===== config.mk =====
export PLATFORM = sky130hd
export DESIGN_NAME = uart_alu_ctrl_flat
export DESIGN_NICKNAME = d
export VERILOG_FILES = /design/src/rtl/uart_alu_pkg.sv /design/src/rtl/uart_alu_ctrl_if.sv /design/src/rtl/uart_alu_ctrl.sv /design/src/flat_wrapper.sv
export SDC_FILE = /design/constraint.sdc
export NUM_CORES = 1
export LEC_CHECK = 0
export BUFFER_PORTS_ARGS = -buffer_cell sky130_fd_sc_hd__buf_2
export CELL_PAD_IN_SITES_DETAIL_PLACEMENT = 1
export CELL_PAD_IN_SITES_GLOBAL_PLACEMENT = 2
export CORE_MARGIN = 3
export CORE_UTILIZATION = 31
export CTS_CLUSTER_DIAMETER = 150
export DETAILED_ROUTE_END_ITERATION = 10
export PLACE_DENSITY = 0.75
export SLEW_MARGIN = 10
export SYNTH_ARGS = -nofsm -noshare
export SYNTH_HDL_FRONTEND = slang
export SYNTH_SLANG_ARGS = --single-unit

===== constraint.sdc =====
create_clock -name i_clk -period 1.96 [get_ports i_clk]
set_input_delay 0.392 -clock i_clk [delete_from_list [all_inputs] [get_ports i_clk]]
set_output_delay 0.392 -clock i_clk [all_outputs]
set_load 0.02 [all_outputs]

===== src/rtl/uart_alu_pkg.sv =====
// Shared definitions for the UART-driven ALU controller.
//   state_e : controller FSM state encoding
//   Op*     : ALU opcode constants understood by the companion ALU
package uart_alu_pkg;

  typedef enum logic [2:0] {
    StWaitA,
    StWaitB,
    StWaitOp,
    StExec,
    StSend,
    StWaitTx
  } state_e;

  localparam logic [5:0] OpAdd = 6'h20;
  localparam logic [5:0] OpSub = 6'h22;
  localparam logic [5:0] OpAnd = 6'h24;
  localparam logic [5:0] OpOr  = 6'h25;
  localparam logic [5:0] OpXor = 6'h26;
  localparam logic [5:0] OpNor = 6'h27;
  localparam logic [5:0] OpSra = 6'h03;
  localparam logic [5:0] OpSrl = 6'h02;

endpackage


===== src/rtl/uart_alu_ctrl_if.sv =====
// Bundle of UART receive/transmit handshakes and ALU operand/result signals.
//   i_rx_data/i_rx_done : received byte and its one-cycle valid pulse
//   i_tx_done           : transmitter finished pulse
//   i_alu_result        : combinational ALU result
//   o_alu_a/b/op        : registered ALU operands and opcode
//   o_tx_data/o_tx_start: result byte and one-cycle transmit request
//   o_busy/o_drop/o_timeout : status outputs
// Modports: slave = controller side, master = environment (UART + ALU) side.
interface uart_alu_ctrl_if #(
  parameter int unsigned BUS_REG = 8,
  parameter int unsigned BUS_OP  = 6
) ();

  logic [BUS_REG-1:0] i_rx_data;
  logic               i_rx_done;
  logic               i_tx_done;
  logic [BUS_REG-1:0] i_alu_result;
  logic [BUS_REG-1:0] o_alu_a;
  logic [BUS_REG-1:0] o_alu_b;
  logic [BUS_OP-1:0]  o_alu_op;
  logic [BUS_REG-1:0] o_tx_data;
  logic               o_tx_start;
  logic               o_busy;
  logic               o_drop;
  logic               o_timeout;

  modport slave (
    input  i_rx_data, i_rx_done, i_tx_done, i_alu_result,
    output o_alu_a, o_alu_b, o_alu_op, o_tx_data, o_tx_start, o_busy, o_drop, o_timeout
  );

  modport master (
    output i_rx_data, i_rx_done, i_tx_done, i_alu_result,
    input  o_alu_a, o_alu_b, o_alu_op, o_tx_data, o_tx_start, o_busy, o_drop, o_timeout
  );

endinterface


===== src/rtl/uart_alu_ctrl.sv =====
// UART-to-ALU frame controller. Collects operand A, operand B and an opcode byte,
// lets the external ALU compute for one cycle, then hands the result to the transmitter.
// Ports:
//   i_clk   : clock, rising edge
//   i_rst_n : asynchronous active-low reset
//   bus     : uart_alu_ctrl_if.slave (rx/tx handshakes, ALU operands/result, status)
// Optional feature: define UART_ALU_TIMEOUT_EN to abandon a frame after TIMEOUT_CYCLES
// clocks of silence in WAIT_B/WAIT_OP; otherwise the controller waits forever and
// o_timeout is tied low.
module uart_alu_ctrl
  import uart_alu_pkg::*;
#(
  parameter int unsigned BUS_REG        = 8,
  parameter int unsigned BUS_OP         = 6,
  parameter int unsigned TIMEOUT_CYCLES = 1_000_000
) (
  input logic             i_clk,
  input logic             i_rst_n,
  uart_alu_ctrl_if.slave  bus
);

  state_e             state_q;
  logic [BUS_REG-1:0] alu_a_q;
  logic [BUS_REG-1:0] alu_b_q;
  logic [BUS_OP-1:0]  alu_op_q;
  logic [BUS_REG-1:0] tx_data_q;
  logic               tx_start_q;
  logic               busy_q;
  logic               drop_q;

`ifdef UART_ALU_TIMEOUT_EN
  localparam int unsigned CntW = (TIMEOUT_CYCLES > 1) ? $clog2(TIMEOUT_CYCLES) : 1;
  localparam logic [CntW-1:0] CntLast = CntW'(TIMEOUT_CYCLES - 1);

  logic [CntW-1:0] cnt_q;
  logic            timeout_q;
  logic            expired;

  assign expired = (cnt_q == CntLast);
`else
  logic unused_timeout_cfg;
  assign unused_timeout_cfg = ^TIMEOUT_CYCLES;
`endif

  always_ff @(posedge i_clk or negedge i_rst_n) begin
    if (!i_rst_n) begin
      state_q    <= StWaitA;
      alu_a_q    <= '0;
      alu_b_q    <= '0;
      alu_op_q   <= '0;
      tx_data_q  <= '0;
      tx_start_q <= 1'b0;
      busy_q     <= 1'b0;
      drop_q     <= 1'b0;
`ifdef UART_ALU_TIMEOUT_EN
      cnt_q      <= '0;
      timeout_q  <= 1'b0;
`endif
    end else begin
      tx_start_q <= 1'b0;
      drop_q     <= 1'b0;
`ifdef UART_ALU_TIMEOUT_EN
      // Counter clears unless a waiting state explicitly advances it.
      cnt_q      <= '0;
      timeout_q  <= 1'b0;
`endif
      unique case (state_q)
        StWaitA: begin
          if (bus.i_rx_done) begin
            alu_a_q <= bus.i_rx_data;
            state_q <= StWaitB;
          end
        end
        StWaitB: begin
          // A byte in the expiry cycle wins over the timeout.
          if (bus.i_rx_done) begin
            alu_b_q <= bus.i_rx_data;
            state_q <= StWaitOp;
          end
`ifdef UART_ALU_TIMEOUT_EN
          else if (expired) begin
            state_q   <= StWaitA;
            timeout_q <= 1'b1;
          end else begin
            cnt_q <= cnt_q + 1'b1;
          end
`endif
        end
        StWaitOp: begin
          if (bus.i_rx_done) begin
            alu_op_q <= bus.i_rx_data[BUS_OP-1:0];
            busy_q   <= 1'b1;
            state_q  <= StExec;
          end
`ifdef UART_ALU_TIMEOUT_EN
          else if (expired) begin
            state_q   <= StWaitA;
            timeout_q <= 1'b1;
          end else begin
            cnt_q <= cnt_q + 1'b1;
          end
`endif
        end
        StExec: begin
          // tx_start is registered here so that it is high throughout SEND.
          tx_data_q  <= bus.i_alu_result;
          tx_start_q <= 1'b1;
          drop_q     <= bus.i_rx_done;
          state_q    <= StSend;
        end
        StSend: begin
          drop_q  <= bus.i_rx_done;
          state_q <= StWaitTx;
        end
        StWaitTx: begin
          drop_q <= bus.i_rx_done;
          if (bus.i_tx_done) begin
            busy_q  <= 1'b0;
            state_q <= StWaitA;
          end
        end
        default: begin
          busy_q  <= 1'b0;
          state_q <= StWaitA;
        end
      endcase
    end
  end

  assign bus.o_alu_a    = alu_a_q;
  assign bus.o_alu_b    = alu_b_q;
  assign bus.o_alu_op   = alu_op_q;
  assign bus.o_tx_data  = tx_data_q;
  assign bus.o_tx_start = tx_start_q;
  assign bus.o_busy     = busy_q;
  assign bus.o_drop     = drop_q;
`ifdef UART_ALU_TIMEOUT_EN
  assign bus.o_timeout  = timeout_q;
`else
  assign bus.o_timeout  = 1'b0;
`endif

endmodule


===== src/flat_wrapper.sv =====
// flat-port wrapper written by rule: the top's interface ports become plain ports
module uart_alu_ctrl_flat import uart_alu_pkg::*;
#(
  parameter int unsigned BUS_REG        = 8,
  parameter int unsigned BUS_OP         = 6,
  parameter int unsigned TIMEOUT_CYCLES = 1_000_000
)
  (i_clk, i_rst_n, bus_i_rx_data, bus_i_rx_done, bus_i_tx_done, bus_i_alu_result, bus_o_alu_a, bus_o_alu_b, bus_o_alu_op, bus_o_tx_data, bus_o_tx_start, bus_o_busy, bus_o_drop, bus_o_timeout);
  uart_alu_ctrl_if #(.BUS_REG(BUS_REG), .BUS_OP(BUS_OP)) bus_i ();
  input logic i_clk;
  input logic i_rst_n;
  input wire logic [$bits(bus_i.i_rx_data)-1:0] bus_i_rx_data;
  input wire logic [$bits(bus_i.i_rx_done)-1:0] bus_i_rx_done;
  input wire logic [$bits(bus_i.i_tx_done)-1:0] bus_i_tx_done;
  input wire logic [$bits(bus_i.i_alu_result)-1:0] bus_i_alu_result;
  output wire logic [$bits(bus_i.o_alu_a)-1:0] bus_o_alu_a;
  output wire logic [$bits(bus_i.o_alu_b)-1:0] bus_o_alu_b;
  output wire logic [$bits(bus_i.o_alu_op)-1:0] bus_o_alu_op;
  output wire logic [$bits(bus_i.o_tx_data)-1:0] bus_o_tx_data;
  output wire logic [$bits(bus_i.o_tx_start)-1:0] bus_o_tx_start;
  output wire logic [$bits(bus_i.o_busy)-1:0] bus_o_busy;
  output wire logic [$bits(bus_i.o_drop)-1:0] bus_o_drop;
  output wire logic [$bits(bus_i.o_timeout)-1:0] bus_o_timeout;
  assign bus_i.i_rx_data = bus_i_rx_data;
  assign bus_i.i_rx_done = bus_i_rx_done;
  assign bus_i.i_tx_done = bus_i_tx_done;
  assign bus_i.i_alu_result = bus_i_alu_result;
  assign bus_o_alu_a = bus_i.o_alu_a;
  assign bus_o_alu_b = bus_i.o_alu_b;
  assign bus_o_alu_op = bus_i.o_alu_op;
  assign bus_o_tx_data = bus_i.o_tx_data;
  assign bus_o_tx_start = bus_i.o_tx_start;
  assign bus_o_busy = bus_i.o_busy;
  assign bus_o_drop = bus_i.o_drop;
  assign bus_o_timeout = bus_i.o_timeout;
  uart_alu_ctrl #(.BUS_REG(BUS_REG), .BUS_OP(BUS_OP), .TIMEOUT_CYCLES(TIMEOUT_CYCLES)) u_core (.i_clk(i_clk), .i_rst_n(i_rst_n), .bus(bus_i));
endmodule

==> summary.md <==
| Metric | Value |
|---|---|
| Run status | complete, no violations |
| RSZ-0062 raised after global routing | no |
| Initial DRC Count | 47 |
| Max-cap violations | 0 |
| Synth unique cells | 22 |
| Final clock skew | 0.00199 ns |
| Count of input and output buffers | 52 |
| Relative slew slack | 0.458 |
| Power after layout | 3.38 mW |
| Initial antenna violation count | 0 |
| Die area | 5500 um2 |
| Syn Area/Cell | 15.6 um2 |
| Gpl congestion | 0.669 |
| DR vias/cell | 4.73 |
| Clock Root Buffer | clkbuf_8 |
| Synth area leaders | dfrtp_1, mux2_2, and4bb_2 |
| H-tree Lvls | 2 |
| Seq cells post-synth | 36 |
| Crit path time final | 1.57 ns |
| Layout cell share with drive strength beyond 1 | 0.648 |
| Worst reg-to-reg path cell count | 2 |
| Cts hold-fix bufs | 0 |
| Post-DP HPWL | 2.41 mm |
| Clk slew on worst S/H paths | 0.07 ns |
| Final TNS setup | 0 ns |
| DIE HEIGHT | 74.1 um |
| Worst VDD drop | 726 uV |
| Syn Nets | 112 |
| Synthesized instance count | 92 |
| Hold Path Class | in2async |
| Req. time, crit path | 2.12 ns |
| Clock sink count | 36 |
| FP Rows | 24 |
| Top cell type's share of synthesized area | 0.626 |
| PD cells | 1860 nW/um2 |
| Largest net degree at the start of global routing | 37 |
| Vias | 932 |
| Tot GR Track Use | 0.123 |
| WL per Instance | 16.1 um |
| WP depth | 2 |
| First-pass GRT wire length | 5.02 mm |
| Io pins | 54 |
| Util after Layout | 0.413 |
| Crit-path max FO | 9 |
| Period utilization | 0.802 |
| Final hold vios | 0 |
| CTS tree | built |
| Clk_lat worst skew | 0.28 ns |
| CP Class | reg2reg |
| Worst path arrival time | 1.74 ns |
| Worst path top cell family by delay | simple AND/OR/NAND/NOR gates |
| Total grt overflow | 0 |
| R2r endpoint | u_core.bus.o_alu_a[7] |
| Die width | 74.1 um |
| Area leader, netlist | dfrtp_1 |
| Post-synthesis sequential area ratio | 0.626 |
| Startpoint types | flop |
| Clock Path Buffers | 2 |
| CP Capture Type | flop |
| Buffers & Inverters on Critical Path | 0 |
| Vias in the first global route | 1,008 |
| Routed Antenna Nets | 0 |
| Number of remaining DRC errors | 0 |
| Max incr delay on CP | 0.58 ns |
| Post-CTS Setup Repair Bufs | 0 |
| Resized cells post-CTS | 0 |
| Area growth syn-to-layout | 26.6% |
| Slowest-stage cell, CP | nor4b_4 |
| Pre-antenna DRT Iters | 2 |
| Leakage | 0.865 nW |
| Yosys warns | 0 |
| Final setup viols | 0 |
| CTS buffer count | 5 |
| FMAX | 636 MHz |
| Worst R2R Start | u_core.state_q[2] |
| Core area | 4410 um2 |
| Initial core utilization | 0.326 |
| CP cell instances | nor4b_4 -> mux2_2 |
| Post-Route WL | 3.18 mm |
| Worst reg2reg setup slack | 0.39 ns |
| Count of pins over their slew limit | 0 |
| Cell Area, Synth | 1440 um2 |
| Fin nets | 165 |
| N_diodes | 0 |
| Tightest Pin Transition | 0.813 ns |
## stage by stage
stage / setup WS, ns / hold slack [ns] / instance area (um2) / std cells
3_3_place_gp: 0.438 / 0.484 / 1730 / 190
5_1_grt: 0.266 / 0.254 / 1820 / 197
3_5_place_dp: 0.360 / 0.493 / 1730 / 190
4_1_cts: 0.356 / 0.222 / 1820 / 197
2_1_floorplan: 0.535 / 0.0964 / 1440 / 92
6_report: 0.388 / 0.204 / 1820 / 197
## cells in the final DEF, fill, tap and decap left out, types with 2 or more instances in the layout
cell,netlist,final
and4bb_2,2,2
buf_2,3,52
clkbuf_8,0,7
dfrtp_1,36,36
inv_1,2,2
mux2_2,30,30
nand3b_1,2,2
or2b_1,2,2
## per-layer routing
| layer | up-vias | part of all wire | track usage |
|---|---|---|---|
| met1 | 482 | 0.37 | 0.135 |
| met4 | 0 | 0.013 | 0.0483 |
| met3 | 5 | 0.050 | 0.0446 |
| met2 | 23 | 0.57 | 0.217 |
| li1 | 422 | - | - |
| met5 | - | 0 | 0 |
## cells by family (layout without fill, tap and decap cells)
group | count (synthesis) | count (layout) | share of synthesized area
flops | 36 | 36 | 0.626
mux | 30 | 30 | 0.235
simple gates | 12 | 12 | 0.0800
buf+inv | 8 | 61 | 0.0322
compound gates | 5 | 5 | 0.0243
other cells | 1 | 1 | 0.00261
## area by class of cell
class,count,area [um2]
Inverter,2,7.51
Sequential cell,36,901
Clock buffer,7,96.3
Tap cell,52,65.1
Timing Repair Buffer,52,260
Multi-Input combinational cell,48,492
Fill cell,474,2590
## how the worst max path moves through the flow
stage	startpoint	endpoint	slack, ns
final	u_core.state_q[2]	u_core.bus.o_alu_a[7]	0.39
after global placement	bus_i_rx_done	u_core.bus.o_alu_a[2]	0.44
after floorplan	u_core.state_q[1]	u_core.bus.o_alu_a[0]	0.53
after global routing	u_core.state_q[2]	u_core.bus.o_alu_a[4]	0.27
after detailed placement	u_core.state_q[2]	u_core.bus.o_alu_a[7]	0.36
after CTS	u_core.state_q[2]	u_core.bus.o_alu_a[7]	0.36
## power by group
| group | total, mW | internal, mW | switching [mW] | leakage (nW) |
|---|---|---|---|---|
| Clock | 0.555 | 0.313 | 0.242 | 0.0503 |
| Combinational | 1.48 | 0.666 | 0.814 | 0.386 |
| Sequential | 1.35 | 1.11 | 0.232 | 0.429 |
| Total | 3.38 | 2.09 | 1.29 | 0.865 |
## state kept, by name, indices dropped and copies added (netlist names)
name                   count
u_core.state_q             3
u_core.bus.o_tx_start      1
u_core.bus.o_alu_op        6
u_core.bus.o_tx_data       8
u_core.bus.o_drop          1
u_core.bus.o_busy          1
u_core.bus.o_alu_b         8
u_core.bus.o_alu_a         8
## cells in the mapped netlist, drive strengths merged
cell type	instances
a21boi	1
a21oi	1
a311o	1
and2	1
and2b	1
and4bb	2
buf	5
clkbuf	1
conb	1
dfrtp	36
inv	2
mux2	30
nand2	1
nand3b	2
nor4b	1
o211ai	1
o21ai	1
or2b	2
or3b	1
or4b	1
Power figures use the tool's default switching activity.
